[src/rtl/sensor_debounce_if.sv]
// Raw field-sensor inputs and their conditioned outputs for the irrigation controller.
// The debouncer takes the slave side; whatever drives the raw lines takes the master side.
interface sensor_debounce_if;
    logic Us_raw;
    logic Bs_raw;
    logic Vs_raw;
    logic Adub_raw;
    logic Us;
    logic Bs;
    logic Vs;
    logic Adub;
    logic Adub_pulse;
    logic Fault;
    logic Valid;

    modport master (
        output Us_raw, Bs_raw, Vs_raw, Adub_raw,
        input  Us, Bs, Vs, Adub, Adub_pulse, Fault, Valid
    );

    modport slave (
        input  Us_raw, Bs_raw, Vs_raw, Adub_raw,
        output Us, Bs, Vs, Adub, Adub_pulse, Fault, Valid
    );
endinterface

[src/rtl/sensor_debounce.sv]
// Two-flop synchronizer plus per-channel debounce for the four irrigation sensor inputs,
// with startup settling, a fertilizer-button pulse and a tank-sensor consistency fault.
module sensor_debounce #(
    parameter int unsigned DEBOUNCE_CYCLES = 50000,
    parameter int unsigned FAULT_CYCLES    = 100000
) (
    input logic              Clk,
    input logic              Rst,
    sensor_debounce_if.slave bus
);
    localparam int unsigned       CntW    = $clog2(DEBOUNCE_CYCLES) + 1;
    localparam int unsigned       FltW    = $clog2(FAULT_CYCLES) + 1;
    localparam logic [CntW-1:0]   DbLast  = CntW'(DEBOUNCE_CYCLES - 1);
    localparam logic [FltW-1:0]   FltLast = FltW'(FAULT_CYCLES - 1);
    localparam logic [FltW-1:0]   FltMax  = FltW'(FAULT_CYCLES);

    // Channel bit order: 0 = Us, 1 = Bs, 2 = Vs, 3 = Adub
    logic [3:0]           raw;
    logic [3:0]           sync1_q, sync2_q;
    logic [3:0]           level_q, level_d;
    logic [3:0][CntW-1:0] cnt_q, cnt_d;
    logic [CntW-1:0]      startup_cnt_q, startup_cnt_d;
    logic [FltW-1:0]      fault_cnt_q, fault_cnt_d;
    logic                 valid_q, valid_d;
    logic                 pulse_q, pulse_d;
    logic                 fault_q, fault_d;
    logic                 inconsistent;

    assign raw = {bus.Adub_raw, bus.Vs_raw, bus.Bs_raw, bus.Us_raw};

    always_comb begin
        level_d       = level_q;
        cnt_d         = cnt_q;
        startup_cnt_d = startup_cnt_q;
        valid_d       = valid_q;
        pulse_d       = 1'b0;

        if (!valid_q) begin
            // Settling: outputs held at 0, then loaded directly without a pulse.
            if (startup_cnt_q == DbLast) begin
                valid_d = 1'b1;
                level_d = sync2_q;
            end else begin
                startup_cnt_d = startup_cnt_q + 1'b1;
            end
        end else begin
            for (int i = 0; i < 4; i++) begin
                if (sync2_q[i] != level_q[i]) begin
                    if (cnt_q[i] == DbLast) begin
                        level_d[i] = sync2_q[i];
                        cnt_d[i]   = '0;
                    end else begin
                        cnt_d[i] = cnt_q[i] + 1'b1;
                    end
                end else begin
                    cnt_d[i] = '0;
                end
            end
            pulse_d = level_d[3] & ~level_q[3];
        end
    end

    // Judged on the registered levels, so it lags a level change by one cycle.
    assign inconsistent = valid_q & level_q[2] & ~level_q[1];

    always_comb begin
        fault_cnt_d = '0;
        fault_d     = 1'b0;
        if (inconsistent) begin
            fault_cnt_d = (fault_cnt_q == FltMax) ? FltMax : fault_cnt_q + 1'b1;
            fault_d     = (fault_cnt_q >= FltLast);
        end
    end

    always_ff @(posedge Clk) begin
        if (!Rst) begin
            sync1_q       <= '0;
            sync2_q       <= '0;
            level_q       <= '0;
            cnt_q         <= '0;
            startup_cnt_q <= '0;
            fault_cnt_q   <= '0;
            valid_q       <= 1'b0;
            pulse_q       <= 1'b0;
            fault_q       <= 1'b0;
        end else begin
            sync1_q       <= raw;
            sync2_q       <= sync1_q;
            level_q       <= level_d;
            cnt_q         <= cnt_d;
            startup_cnt_q <= startup_cnt_d;
            fault_cnt_q   <= fault_cnt_d;
            valid_q       <= valid_d;
            pulse_q       <= pulse_d;
            fault_q       <= fault_d;
        end
    end

    assign bus.Us         = level_q[0];
    assign bus.Bs         = level_q[1];
    assign bus.Vs         = level_q[2];
    assign bus.Adub       = level_q[3];
    assign bus.Adub_pulse = pulse_q;
    assign bus.Fault      = fault_q;
    assign bus.Valid      = valid_q;
endmodule

[src/flat_wrapper.sv]
// flat-port wrapper written by rule: the top's interface ports become plain ports
module sensor_debounce_flat 
#(
    parameter int unsigned DEBOUNCE_CYCLES = 50000,
    parameter int unsigned FAULT_CYCLES    = 100000
)
  (Clk, Rst, bus_Us_raw, bus_Bs_raw, bus_Vs_raw, bus_Adub_raw, bus_Us, bus_Bs, bus_Vs, bus_Adub, bus_Adub_pulse, bus_Fault, bus_Valid);
  sensor_debounce_if bus_i ();
  input logic Clk;
  input logic Rst;
  input wire logic [$bits(bus_i.Us_raw)-1:0] bus_Us_raw;
  input wire logic [$bits(bus_i.Bs_raw)-1:0] bus_Bs_raw;
  input wire logic [$bits(bus_i.Vs_raw)-1:0] bus_Vs_raw;
  input wire logic [$bits(bus_i.Adub_raw)-1:0] bus_Adub_raw;
  output wire logic [$bits(bus_i.Us)-1:0] bus_Us;
  output wire logic [$bits(bus_i.Bs)-1:0] bus_Bs;
  output wire logic [$bits(bus_i.Vs)-1:0] bus_Vs;
  output wire logic [$bits(bus_i.Adub)-1:0] bus_Adub;
  output wire logic [$bits(bus_i.Adub_pulse)-1:0] bus_Adub_pulse;
  output wire logic [$bits(bus_i.Fault)-1:0] bus_Fault;
  output wire logic [$bits(bus_i.Valid)-1:0] bus_Valid;
  assign bus_i.Us_raw = bus_Us_raw;
  assign bus_i.Bs_raw = bus_Bs_raw;
  assign bus_i.Vs_raw = bus_Vs_raw;
  assign bus_i.Adub_raw = bus_Adub_raw;
  assign bus_Us = bus_i.Us;
  assign bus_Bs = bus_i.Bs;
  assign bus_Vs = bus_i.Vs;
  assign bus_Adub = bus_i.Adub;
  assign bus_Adub_pulse = bus_i.Adub_pulse;
  assign bus_Fault = bus_i.Fault;
  assign bus_Valid = bus_i.Valid;
  sensor_debounce #(.DEBOUNCE_CYCLES(DEBOUNCE_CYCLES), .FAULT_CYCLES(FAULT_CYCLES)) u_core (.Clk(Clk), .Rst(Rst), .bus(bus_i));
endmodule
[config.mk]
export PLATFORM = sky130hd
export DESIGN_NAME = sensor_debounce_flat
export DESIGN_NICKNAME = d
export VERILOG_FILES = /design/src/rtl/sensor_debounce_if.sv /design/src/rtl/sensor_debounce.sv /design/src/flat_wrapper.sv
export SDC_FILE = /design/constraint.sdc
export NUM_CORES = 1
export LEC_CHECK = 0
export ABC_AREA = 1
export BUFFER_PORTS_ARGS = -buffer_cell sky130_fd_sc_hd__buf_4
export CAP_MARGIN = 5
export CORE_UTILIZATION = 30
export CTS_CLUSTER_SIZE = 30
export DETAILED_ROUTE_END_ITERATION = 7
export PLACE_DENSITY_LB_ADDON = 0.12
export SLEW_MARGIN = 40
export SYNTH_ARGS = -nofsm -noshare
export SYNTH_HDL_FRONTEND = slang
export SYNTH_SLANG_ARGS = --single-unit
export TNS_END_PERCENT = 30
[constraint.sdc]
create_clock -name Clk -period 1.62 [get_ports Clk]
set_input_delay 0.081 -clock Clk [delete_from_list [all_inputs] [get_ports Clk]]
set_output_delay 0.081 -clock Clk [all_outputs]
set_load 0.01 [all_outputs]
# [Word-level counts from Yosys, hierarchy flattened]
# Cells that the tools add are included.
[word_totals] input_bits=6 register_bits=118 word_cells=78 output_inout_bits=7
[classes] eq_ne=16 reduce_logical=8 bitwise=9 order_cmp=1 n_mux=22 n_addsub=6
[op_table] cell="17-bit two-way mux" count=9
[op_table] cell="17-bit by 1-bit adder with 17-bit output, second input constant" count=5
[op_table] cell="17-bit by 16-bit equality test with 1-bit output, second input constant" count=5
[op_table] cell="18-bit by 1-bit adder with 18-bit output, second input constant" count=1
[op_table] cell="18-bit by 17-bit equality test with 1-bit output, second input constant" count=1
[op_table] cell="18-bit by 17-bit greater-or-equal comparator with 1-bit output, second input constant" count=1
[op_table] cell="2-bit inequality test, second input constant" count=6
[op_table] cell="1-bit two-way mux" count=11
[op_table] cell="3-bit AND reduction" count=3
[op_table] cell="4-bit two-way mux" count=2
[op_table] cell="1-bit inverter" count=6
[op_table] cell="2-bit AND reduction" count=3
[op_table] cell="1-bit inequality test" count=4
[op_table] cell="1-bit bitwise AND" count=3
[op_table] cell="3-bit OR reduction" count=1
[op_table] cell="2-bit nonzero test" count=1

# [Logic depth before layout (Yosys ltp)]
[depth] depth_word=5 depth_mapped=12 ltp_nobuf=11

# [Worst setup path after synthesis]
# No wires, ideal clock.
[synth_timing] path_type="reg2reg" startpoint="register u_core.startup_cnt_q[0]" endpoint="register u_core.startup_cnt_q[13]" path_slack_ns=0.080 setup_ns=0.139 path_buffers=1 required_time_ns=1.481 path_stages_with_launch=12 period_less_slack_ns=1.540 arrival_time_ns=1.401 path_cell_list="dfxtp_1 -> ha_1 -> nand2_2 -> nor2_4 -> inv_2 -> nor2_4 -> nand3_2 -> nand2_2 -> inv_1 -> buf_2 -> nand2_1 -> a21oi_2"
[synth_between] elab_chain_len=3 elab_cells_between_ends=4 cone_classes="1 x add/sub; 1 x eq/ne; 1 x bitwise; 1 x reduce/logical"
[synth_rtl] element="from (decl)" line="sensor_debounce.sv:22" text="logic [CntW-1:0] startup_cnt_q, startup_cnt_d;"
[synth_rtl] element="from (signal assigned)" line="sensor_debounce.sv:91" text="startup_cnt_q <= startup_cnt_d;"
[synth_rtl] element="parallel branches: the longest is 3 deep, another holds 17-bit by 1-bit adder with 17-bit output"
# Parallel ways; which one is timed is not known.
# A chain may end at the register's enable or synchronous reset.

# [Worst setup path after layout]
[layout_timing] startpoint="register u_core.startup_cnt_q[1]" endpoint="register u_core.startup_cnt_q[14]"
# The elaborated chain is that of the path after synthesis.

==> flow_metrics.env <==
export IMPL_status="finished, violations left"
export IMPL_failed_checks="negative setup slack"
export IMPL_cts_made_buffers=17
export IMPL_boundaryPins=13
export IMPL_wl_um=17360
export IMPL_rows=53
export IMPL_hold_viol_final=0
export IMPL_die_h_um=149.9
export IMPL_fin_crit_sh=1.024
export IMPL_clock_skew_ns=0.01096
export IMPL_tightest_slew_ns=0.3630
export IMPL_placed_cells=1355
export IMPL_cts_tree="yes"
export IMPL_clock_root_buffer="clkbuf_16"
export IMPL_finalInstanceArea_mm2=0.008386
export IMPL_htree_num_levels=4
export IMPL_rrSetupSlack_ns=-0.04
export IMPL_slew_limit_headroom=0.7562
export IMPL_clk_latency_ns=0.42
export IMPL_gp_congestion=0.8206
export IMPL_synth_edf_count=0
export IMPL_viasPerCell=4.607
export IMPL_worstHoldPathCells=4
export IMPL_slew_violations=0
export IMPL_grt_overflow_total=0
export IMPL_synth_avg_cell_area_um2=6.415
export IMPL_die_area_mm2=0.02247
export IMPL_syn_num_nets=1036
export IMPL_clock_fmax_mhz=602.7
export IMPL_post_synth_num_cell_types=35
export IMPL_antenna_cells=0
export IMPL_setup_viol=11
export IMPL_grt_first_pass_wirelength_um=29300
export IMPL_drt_pass1_iterations=5
export IMPL_ir_drop_mv=0.6832
export IMPL_ys_seq_elements=118
export IMPL_path_max_fanout=6
export IMPL_ant_nets=0
export IMPL_fin_setup_tns_ns=-0.2040
export IMPL_clkSlewWorstSetupHoldPaths_ns=0.06
export IMPL_final_cells=1403
export IMPL_p_leak_nw=3.177
export IMPL_postLayoutCoreUtil=0.3952
export IMPL_cts_sink_count=118
export IMPL_synthCells=1023
export IMPL_start_kind="flop"
export IMPL_placed_area_mm2=0.007473
export IMPL_setup_ws_ns=-0.03931
export IMPL_p_per_area_mw_per_mm2=799.8
export IMPL_yosysSeqAreaShare=0.3600
export IMPL_port_buffer_count=12
export IMPL_reg2reg_depth=11
export IMPL_syn_cell_area_mm2=0.006563
export IMPL_min_period_ns=1.659
export IMPL_nets=1128
export IMPL_min_path_type="primary input to flop"
export IMPL_crit_arrival_ns=1.97
export IMPL_required_ns=1.93
export IMPL_fp_dieW_um=149.9
export IMPL_antenna_found_initial=0
export IMPL_drcViolationCount=0
export IMPL_detail_route_iter0_violations=338
export IMPL_grt_max_degree=53
export IMPL_ys_async_sr_fraction=0
export IMPL_grt_pass1_vias=6065
export IMPL_area_growth_pct=27.78
export IMPL_layout_common_cells="nand2_1 (241), nor2_1 (173), inv_1 (111), dfxtp_1 (108), buf_4 (88)"
export IMPL_final_common_cell="nand2_1"
export IMPL_pre_cts_slack_ns=-0.08904
export IMPL_rsz0062_at_grt="yes"
export IMPL_max_clock_path_buffers=2
export IMPL_start_util=0.3093
export IMPL_core_area_mm2=0.02122
export IMPL_drv_cap=0
export IMPL_vias=6463
export IMPL_grt_usage=0.1635
export IMPL_post_drt_wl_per_cell_um=12.38
export IMPL_worstSetupPathType="flop to flop"
export IMPL_yosys_warnings=0
export IMPL_synthFlopType="dfxtp_1"
export IMPL_drive_gt1_frac=0.1915
export IMPL_dp_hpwl_um=12080
export IMPL_end_kind="flop"
-- path summary, 6_finish.rpt --
path	from	to
worst max-delay path	u_core.startup_cnt_q[1]	u_core.startup_cnt_q[14]
worst min-delay path	Rst	u_core.sync2_q[0]
worst max register to register	u_core.startup_cnt_q[1]	u_core.startup_cnt_q[14]
worst min register to register	u_core.sync1_q[2]	u_core.sync2_q[2]
-- final cells by class --
class,instances,area [um2]
clock buffer,20,456.7
clock inverter,12,103.9
fill,2318,12830
inverter,117,446.7
multi-input combinational,759,3777
sequential,118,2377
tap,275,344.1
timing repair buffer,101,872.1
timing repair inverter,1,7.507
-- state kept, by name, indices dropped and copies added, names as in the netlist --
name,count
u_core.bus.Fault,1
u_core.cnt_q,68
u_core.level_q,4
u_core.startup_cnt_q,17
u_core.sync1_q,4
u_core.fault_cnt_q,18
u_core.bus.Adub_pulse,1
u_core.sync2_q,4
u_core.bus.Valid,1
-- routing by layer --
| layer | up-vias | routed length (um) | track usage |
|---|---|---|---|
| met2 | 62 | 8040 | 0.2669 |
| li1 | 3475 | - | - |
| met3 | 15 | 423 | 0.04085 |
| met1 | 2911 | 8718 | 0.2127 |
| met4 | 0 | 181 | 0.04394 |
| met5 | - | 0 | 0 |
-- cell families (layout without fill, tap and decap cells) --
family / after synthesis / count (layout) / share of synthesized area
buf+inv: 146 / 251 / 0.08865
fa+ha+maj: 7 / 7 / 0.01335
xor+xnor: 35 / 35 / 0.04671
simple gates: 602 / 602 / 0.3960
flops: 118 / 118 / 0.3600
compound gates: 115 / 115 / 0.09533
-- power breakdown --
part / switching, mW / internal (mW)
clock network: 1.45 / 2.18
registers: 0.0118 / 2.92
logic: 0.0899 / 0.0592
total: 1.55 / 5.16
-- cell usage after synthesis, types with 4 or more instances --
library cell    n  area [um2]
dfxtp_1       118        2362
nand4_1        55       344.1
buf_1           4       15.01
o21a_1          5       37.54
nor2_1        185       694.4
buf_2           8       40.04
xor2_1         26       227.7
nor3_1         29       145.1
nand2_1       254       953.4
ha_1            7       87.58
clkbuf_1       15       56.30
or2_2           6       37.54
a21oi_1        65       325.3
a21oi_2         8       70.07
nand3_1        49       245.2
inv_1         113       424.2
o21ai_0        33       165.2
xnor2_1         9       78.83
nand2_2        11       68.82
-- critical path, stage by stage (launching register included) --
cell,delay [ns]
dfxtp_2,0.35
ha_4,0.16
nand2_4,0.06
nor2_4,0.13
inv_2,0.06
nor2_4,0.09
nand3_2,0.11
nand2_4,0.13
buf_12,0.11
clkinvlp_4,0.18
nand2_1,0.13
a21oi_2,0.05
-- through the flow --
step	hold WS (ns)	power [mW]
final	0.1344	6.707
after global routing	0.1431	6.961
after CTS	0.1259	6.821
after detailed placement	0.2665	3.127
after global placement	0.2608	3.127
after floorplan	0.1786	3.059
-- what timing repair did --
item	in CTS	in global routing
hold endpoints to repair	4	0
gates cloned	1	1
resized for setup	9	58
hold buffers	4	0
setup buffers	0	11
endpoints found under the setup margin	19	75
pin swaps	0	15
Power figures use the tool's default switching activity.
